--- config.mk ---
export PLATFORM = sky130hd
export DESIGN_NAME = sr_latch_sequencer
export DESIGN_NICKNAME = d
export VERILOG_FILES = /design/src/rtl/sr_latch_sequencer.sv
export SDC_FILE = /design/constraint.sdc
export NUM_CORES = 1
export LEC_CHECK = 0
export BUFFER_PORTS_ARGS = -buffer_cell sky130_fd_sc_hd__clkbuf_2
export CAP_MARGIN = 25
export CORE_MARGIN = 2
export CORE_UTILIZATION = 40
export DETAILED_ROUTE_END_ITERATION = 16
export GPL_TIMING_DRIVEN = 0
export REMOVE_ABC_BUFFERS = 1
export SYNTH_ARGS = -nofsm -noshare
export SYNTH_HDL_FRONTEND = slang
export SYNTH_SLANG_ARGS = --single-unit
--- constraint.sdc ---
create_clock -name clk -period 1.78 [get_ports clk]
set_input_delay 0.178 -clock clk [delete_from_list [all_inputs] [get_ports clk]]
set_output_delay 0.178 -clock clk [all_outputs]
set_load 0.02 [all_outputs]
--- src/rtl/sr_latch_sequencer.sv ---
// -----------------------------------------------------------------------------
// sr_latch_sequencer
//
// Purpose:
//   Arbitrates between two requesters and drives an external SR latch
//   through its set/reset inputs. Each accepted command is a fixed
//   sequence: PULSE_W cycles of s (set) or r (clear), then GAP_W idle
//   cycles, then one CHECK cycle. At the end of CHECK the latch output
//   q_fb is compared with the commanded value and the result is
//   registered on err.
//
// Parameters:
//   PULSE_W  cycles s or r is held high per command (1..15)
//   GAP_W    cycles of s=r=0 after the pulse, before the check (1..15)
//
// Ports:
//   clk    in   rising-edge clock
//   rst_n  in   asynchronous active-low reset
//   req    in   [1:0] per-requester command request (level, held until gnt)
//   op     in   [1:0] per-requester operation, 1=set 0=clear
//   q_fb   in   q output of the external SR latch
//   gnt    out  [1:0] one-hot grant, single-cycle pulse on acceptance
//   s      out  latch set drive (registered)
//   r      out  latch reset drive (registered)
//   busy   out  high whenever the sequencer is not idle
//   done   out  single-cycle pulse at the end of each command
//   err    out  1 = q_fb did not match the commanded value at the last check
// -----------------------------------------------------------------------------
`timescale 1ns/1ps

module sr_latch_sequencer #(
  parameter int PULSE_W = 2,
  parameter int GAP_W   = 1
) (
  input  logic       clk,
  input  logic       rst_n,
  input  logic [1:0] req,
  input  logic [1:0] op,
  input  logic       q_fb,
  output logic [1:0] gnt,
  output logic       s,
  output logic       r,
  output logic       busy,
  output logic       done,
  output logic       err
);

  typedef enum logic [1:0] {
    IDLE  = 2'd0,
    PULSE = 2'd1,
    GAP   = 2'd2,
    CHECK = 2'd3
  } state_t;

  localparam logic [3:0] PULSE_LD = 4'(PULSE_W);
  localparam logic [3:0] GAP_LD   = 4'(GAP_W);

  state_t     state;
  logic [3:0] cnt;
  logic       op_l;      // operation of the command in flight
  logic       prio;      // requester that wins a tie (not granted most recently)

  logic       win_nxt;
  logic       op_nxt;

  // Round-robin pick: a lone requester always wins, a tie goes to prio.
  always_comb begin
    win_nxt = 1'b0;
    if (req == 2'b11) begin
      win_nxt = prio;
    end else begin
      win_nxt = req[1];
    end
    op_nxt = op[win_nxt];
  end

  // Single sequencer FSM. s and r are loaded as a complementary pair or
  // both cleared, so they can never be high together; the command's op is
  // captured once at the grant, so later changes on req/op do not reach it.
  // The counter is reloaded on entry to PULSE and GAP and the FSM advances
  // when it reaches 1, so it never decrements past 1.
  always_ff @(posedge clk or negedge rst_n) begin
    if (!rst_n) begin
      state <= IDLE;
      cnt   <= 4'd0;
      op_l  <= 1'b0;
      prio  <= 1'b0;
      gnt   <= 2'b00;
      s     <= 1'b0;
      r     <= 1'b0;
      busy  <= 1'b0;
      done  <= 1'b0;
      err   <= 1'b0;
    end else begin
      gnt  <= 2'b00;
      done <= 1'b0;
      case (state)
        IDLE: begin
          if (|req) begin
            op_l  <= op_nxt;
            prio  <= ~win_nxt;
            gnt   <= win_nxt ? 2'b10 : 2'b01;
            s     <= op_nxt;
            r     <= ~op_nxt;
            cnt   <= PULSE_LD;
            busy  <= 1'b1;
            state <= PULSE;
          end
        end
        PULSE: begin
          if (cnt <= 4'd1) begin
            s     <= 1'b0;
            r     <= 1'b0;
            cnt   <= GAP_LD;
            state <= GAP;
          end else begin
            cnt <= cnt - 4'd1;
          end
        end
        GAP: begin
          if (cnt <= 4'd1) begin
            cnt   <= 4'd0;
            state <= CHECK;
          end else begin
            cnt <= cnt - 4'd1;
          end
        end
        CHECK: begin
          err   <= (q_fb != op_l);
          done  <= 1'b1;
          busy  <= 1'b0;
          state <= IDLE;
        end
        default: begin
          s     <= 1'b0;
          r     <= 1'b0;
          busy  <= 1'b0;
          cnt   <= 4'd0;
          state <= IDLE;
        end
      endcase
    end
  end

endmodule

Yosys cells after proc, flatten, opt, wreduce, memory -nomap -nowiden
Index checks and enable logic that the tools add are counted.

word-level totals
  bits in registers = 15
  bits of input ports = 7
  output and inout port bits = 7

cells by class
  add/subtract/negate cells = 1
  order comparisons = 2
  equal/unequal tests = 8
  multiplexer cells = 22
  bitwise operators = 2
  reduce and logical (&&, ||, !) cells = 10

operators with widths
  cell                                                         number
  2-to-1 mux 2 bit                                             6
  2-to-1 mux 4 bit                                             3
  case mux 4 bit (3 select lines)                              1
  2-to-1 mux 1 bit                                             8
  case mux 2 bit (4 select lines)                              1
  == test 2 bit (second input constant)                        3
  != test 2 bit (second input constant)                        3
  case mux 1 bit (2 select lines)                              3
  AND reduction 2 bit                                          3
  AND reduction 3 bit                                          2
  <= comparator 4 x 1 -> 1 bit (second input constant)         1
  nonzero test 2 bit                                           2
  subtractor 4 x 1 -> 4 bit (second input constant)            1
  nonzero test 3 bit                                           1
  == test 2 x 1 -> 1 bit (second input constant)               1
  logical NOT 2 bit                                            1
  less-than comparator 1 x 2 -> 1 bit (second input constant)  1
  NOT 1 bit                                                    2
  OR reduction 2 bit                                           1
  != test 1 bit                                                1

Longest topological paths before layout
  depth after elaboration = 7
  mapped depth = 7
  depth with buffers taken out = 6

Worst setup path before layout
No wires, ideal clock.

  path kind = register to register
  start = register state[0]
  end = register cnt[0]
  library setup time = 120 ps
  data arrival time = 1,706 ps
  data required time = 1,660 ps
  path slack = -45 ps
  cell stages (with the launch flop) = 8
  path buffers = 1
  clock period less this slack = 1,825 ps
  cell sequence = dfrtp_1 inv_1 ha_1 buf_6 or3b_4 and2_4 a32o_1 a31o_1

between the ends
  word-level cells in the longest chain between the ends = 3

ends and longest elaborated chain
  what                                                                         RTL line  source
  start, declared                                                              58        state_t state;
  start signal, assigned                                                       84        state <= IDLE;
  start signal, assigned                                                       107       state <= PULSE;
  start signal, assigned                                                       115       state <= GAP;
  == test 2 bit, or another cell as far along                                  97        case (state)
  nonzero test 3 bit (no source line) / != test 2 bit (equally long branches)  --
  AND reduction 2 bit (no source line)                                         --
  end signal, assigned                                                         117       cnt <= cnt - 4'd1;
  end signal, assigned                                                         125       cnt <= cnt - 4'd1;
  end, declared                                                                59        logic [3:0] cnt;

Several ways; a longest one is shown, not always the timed one.
A chain may end at the register's enable or synchronous reset.

Worst setup path in the final report
  start = register state[0]
  end = register cnt[3]

The elaborated chain is that of the path after synthesis.

==> impl_metrics.csv <==
group,metric,value,unit
place,placedInstanceArea,866,µm²
place,pre_cts_ws,-213,ps
synthesis,yosys_warnings,0,
synthesis,syn_area,781,µm²
synthesis,postSynthAreaPerCell,10.7,µm²
clocking,clkLatencyLatePin,290,ps
synthesis,synth_ff_type,"dfrtp_1",
clocking,cts_max_level,1,
worst_setup_path,worst-path-buf-inv,2,
floorplan,die_area,2320,µm²
sta,final.min_clock_period,1720,ps
worst_setup_path,worst-path-max-fanout,5,
layout,fillers,155,
detailed_routing,drt-total-wl,1480,µm
detailed_routing,drt_iter0_drc,19,
power_and_ir_drop,ir_drop,1.04,mV
sta,tightest_slew,434,ps
synthesis,syn_inst,73,
sta,setup_slack,62.7,ps
floorplan,pin_count,14,
layout,areaGrowthSynthToFinish,26.3,%
grt,grt_pass1_vias,559,
power_and_ir_drop,leakage,0.480,nW
layout,diodes,0,
grt,antenna_found_initial,0,
floorplan,placementRows,15,
power_and_ir_drop,p_seq_share,30.2,%
clocking,cts_tree,"yes",
worst_setup_path,cp_top_family,"flip-flops",
sta,fin_skew,2.87,ps
detailed_routing,drc,0,
flow_run,max_cap_violations,0,
clocking,clock_path_buffers,2,
clocking,cts_num_sinks,15,
worst_setup_path,worstPathCellList,"inv_2, ha_4, or3b_4, buf_4, nand2_1, mux2i_1, a32o_1",
synthesis,synth_edf_count,0,
grt,grt_pass1_wl,2360,µm
layout,drive_gt1_share,36.7,%
sta,rsz0062_at_grt,"true",
worst_setup_path,cp-end-kind,"flip-flop",
synthesis,seq_area_frac_synth,48.1,%
detailed_routing,dr.pass1.iters,4,
floorplan,die_h,48.2,µm
layout,utilization,55.3,%
power_and_ir_drop,power.switching,0.000834,W
grt,grtUsageTotal,15.3,%
sta,relSlewSlack,70.8,%
synthesis,synthArstFlopShare,100,%
synthesis,ys_types,28,
power_and_ir_drop,pwr_density_cell,2060,nW/µm²
sta,setup_viol,0,
layout,final_area,986,µm²
clocking,cts_buffers,3,
sta,hold_viol_final,0,
worst_setup_path,crit_type,"reg2reg",
sta,min_period_over_period,96.5,%
clocking,clkTransAtPathRegs,90,ps
worst_setup_path,crit_required,1960,ps
hold_path,hp-class,"in2reg",
floorplan,die_w,48.2,µm
grt,gr-total-overflow,0,
place,gp_routability_congestion,0.765,
detailed_routing,vias,619,
floorplan,core-area,1780,µm²
place,portBuffers,13,
detailed_routing,wl_per_cell,12.0,µm
power_and_ir_drop,switching_share,41.1,%
synthesis,synth_seq_cells,15,
run_status,status,"completed",
power_and_ir_drop,combPwrFrac,60.1,%
worst_setup_path,cp.arrival,1900,ps
clocking,clockRootBuffer,"clkbuf_4",
detailed_routing,vias_per_cell,5.03,
power_and_ir_drop,clockPowerShare,9.8,%
worst_setup_path,cpPeakStageDelay,430,ps
place,dp_hpwl,1020,µm
sta,timing.fmax,0.582,GHz
worst_setup_path,cp-start-kind,"flip-flop",
sta,drv_slew,0,
grt,grt_start_max_net_pins,16,
floorplan,initial_core_util,43.8,%
worst_setup_path,worst_path_max_delay_cell,"dfrtp_1",
detailed_routing,antenna_left,0,
power_and_ir_drop,p_int,0.00120,W
layout,nets,112,
==> power by group through the flow <==
| stage | sequential (W) | combinational [W] | clock, W |
|---|---|---|---|
| CTS | 0.000614 | 0.00105 | 0.000208 |
| global route | 0.000638 | 0.00136 | 0.000228 |
| floorplan | 0.000679 | 0.000684 | 0 |
| global placement | 0.000617 | 0.000955 | 0 |
| finish | 0.000614 | 0.00122 | 0.000198 |
| detailed placement | 0.000622 | 0.000967 | 0 |
==> path summary, 6_finish.rpt <==
path / cells past startpoint / end / slack, ps / startpoint
setup / recovery: 7 / cnt[3] / 60 / state[0]
hold / removal: 2 / gnt[0] / 130 / req[1]
setup reg to reg: 7 / cnt[3] / 60 / state[0]
hold reg to reg: 2 / busy / 500 / busy
max in group asynchronous: 2 / gnt[0] / 1200 / rst_n
min in group asynchronous: 2 / s / 320 / rst_n
==> metrics by stage <==
step / power, W / setup TNS, ps / hold slack (ps) / std cells
final: 0.00203 / 0 / 133 / 123
after global routing: 0.00222 / -7.00 / 126 / 123
after CTS: 0.00187 / -17.2 / 122 / 117
after detailed placement: 0.00159 / -260 / 114 / 110
after global placement: 0.00157 / -189 / 111 / 110
after floorplan: 0.00136 / -69.2 / -118 / 72
==> routing by layer <==
| layer | routed length, µm | up-vias | GRT usage, % |
|---|---|---|---|
| met2 | 699 | 20 | 25.0 |
| met4 | 36 | 0 | 8.11 |
| met3 | 80 | 7 | 5.56 |
| li1 | - | 311 | - |
| met1 | 659 | 281 | 17.2 |
| met5 | 0 | - | 0 |
==> cells in the mapped netlist, types with 2 or more instances <==
library cell | instances | area, µm²
dfrtp_1 | 15 | 375
inv_1 | 7 | 26.3
ha_1 | 6 | 75.1
nor2_1 | 6 | 22.5
nand2_1 | 5 | 18.8
o21ai_0 | 5 | 25.0
a21oi_1 | 3 | 15.0
a32o_1 | 3 | 30.0
mux2i_1 | 3 | 30.0
nor3_1 | 2 | 10.0
==> logic make-up after synthesis <==
logic type	share of synthesized area (%)
buffers and inverters	4.81
AOI/OAI and AO/OA	20.4
xor gates and xnor gates	1.12
DFF	48.1
and+or+nand+nor	10.7
muxes	5.29
adders and majority gates	9.62
==> state kept, by name, indices dropped and copies added (netlist names) <==
signal and cells:
cnt 4, gnt 2, state 2, busy 1, done 1, err 1, op_l 1, prio 1
r 1, s 1
==> placed cells by master, fill, tap and decap left out, types with 3 or more instances in the layout <==
master / synthesis / layout
a32o_1: 3 / 3
buf_4: 0 / 8
clkbuf_2: 0 / 13
clkbuf_4: 0 / 3
dfrtp_1: 15 / 15
ha_1: 6 / 4
inv_1: 7 / 4
inv_2: 0 / 3
mux2i_1: 3 / 3
nand2_1: 5 / 5
nor2_1: 6 / 6
o21ai_0: 5 / 4
==> cell type report <==
type	instances	area, µm²	area share, %
Multi-Input combinational cell	50	390	39.6
Clock inverter	1	5.00	0.508
Clock buffer	3	22.5	2.28
Inverter	7	26.3	2.66
Sequential cell	15	375	38.1
Tap cell	25	31.3	3.17
Timing Repair Buffer	22	135	13.7
==> what timing repair did <==
| item | 4_1_cts | 5_1_grt |
|---|---|---|
| hold buffers | 1 | 0 |
| hold endpoints to repair | 15 | 0 |
| endpoints found under the setup margin | 5 | 5 |
| resized for setup | 4 | 5 |
| buffers inserted | 2 | 6 |
| pin swaps | 2 | 4 |
Power figures use the tool's default switching activity.
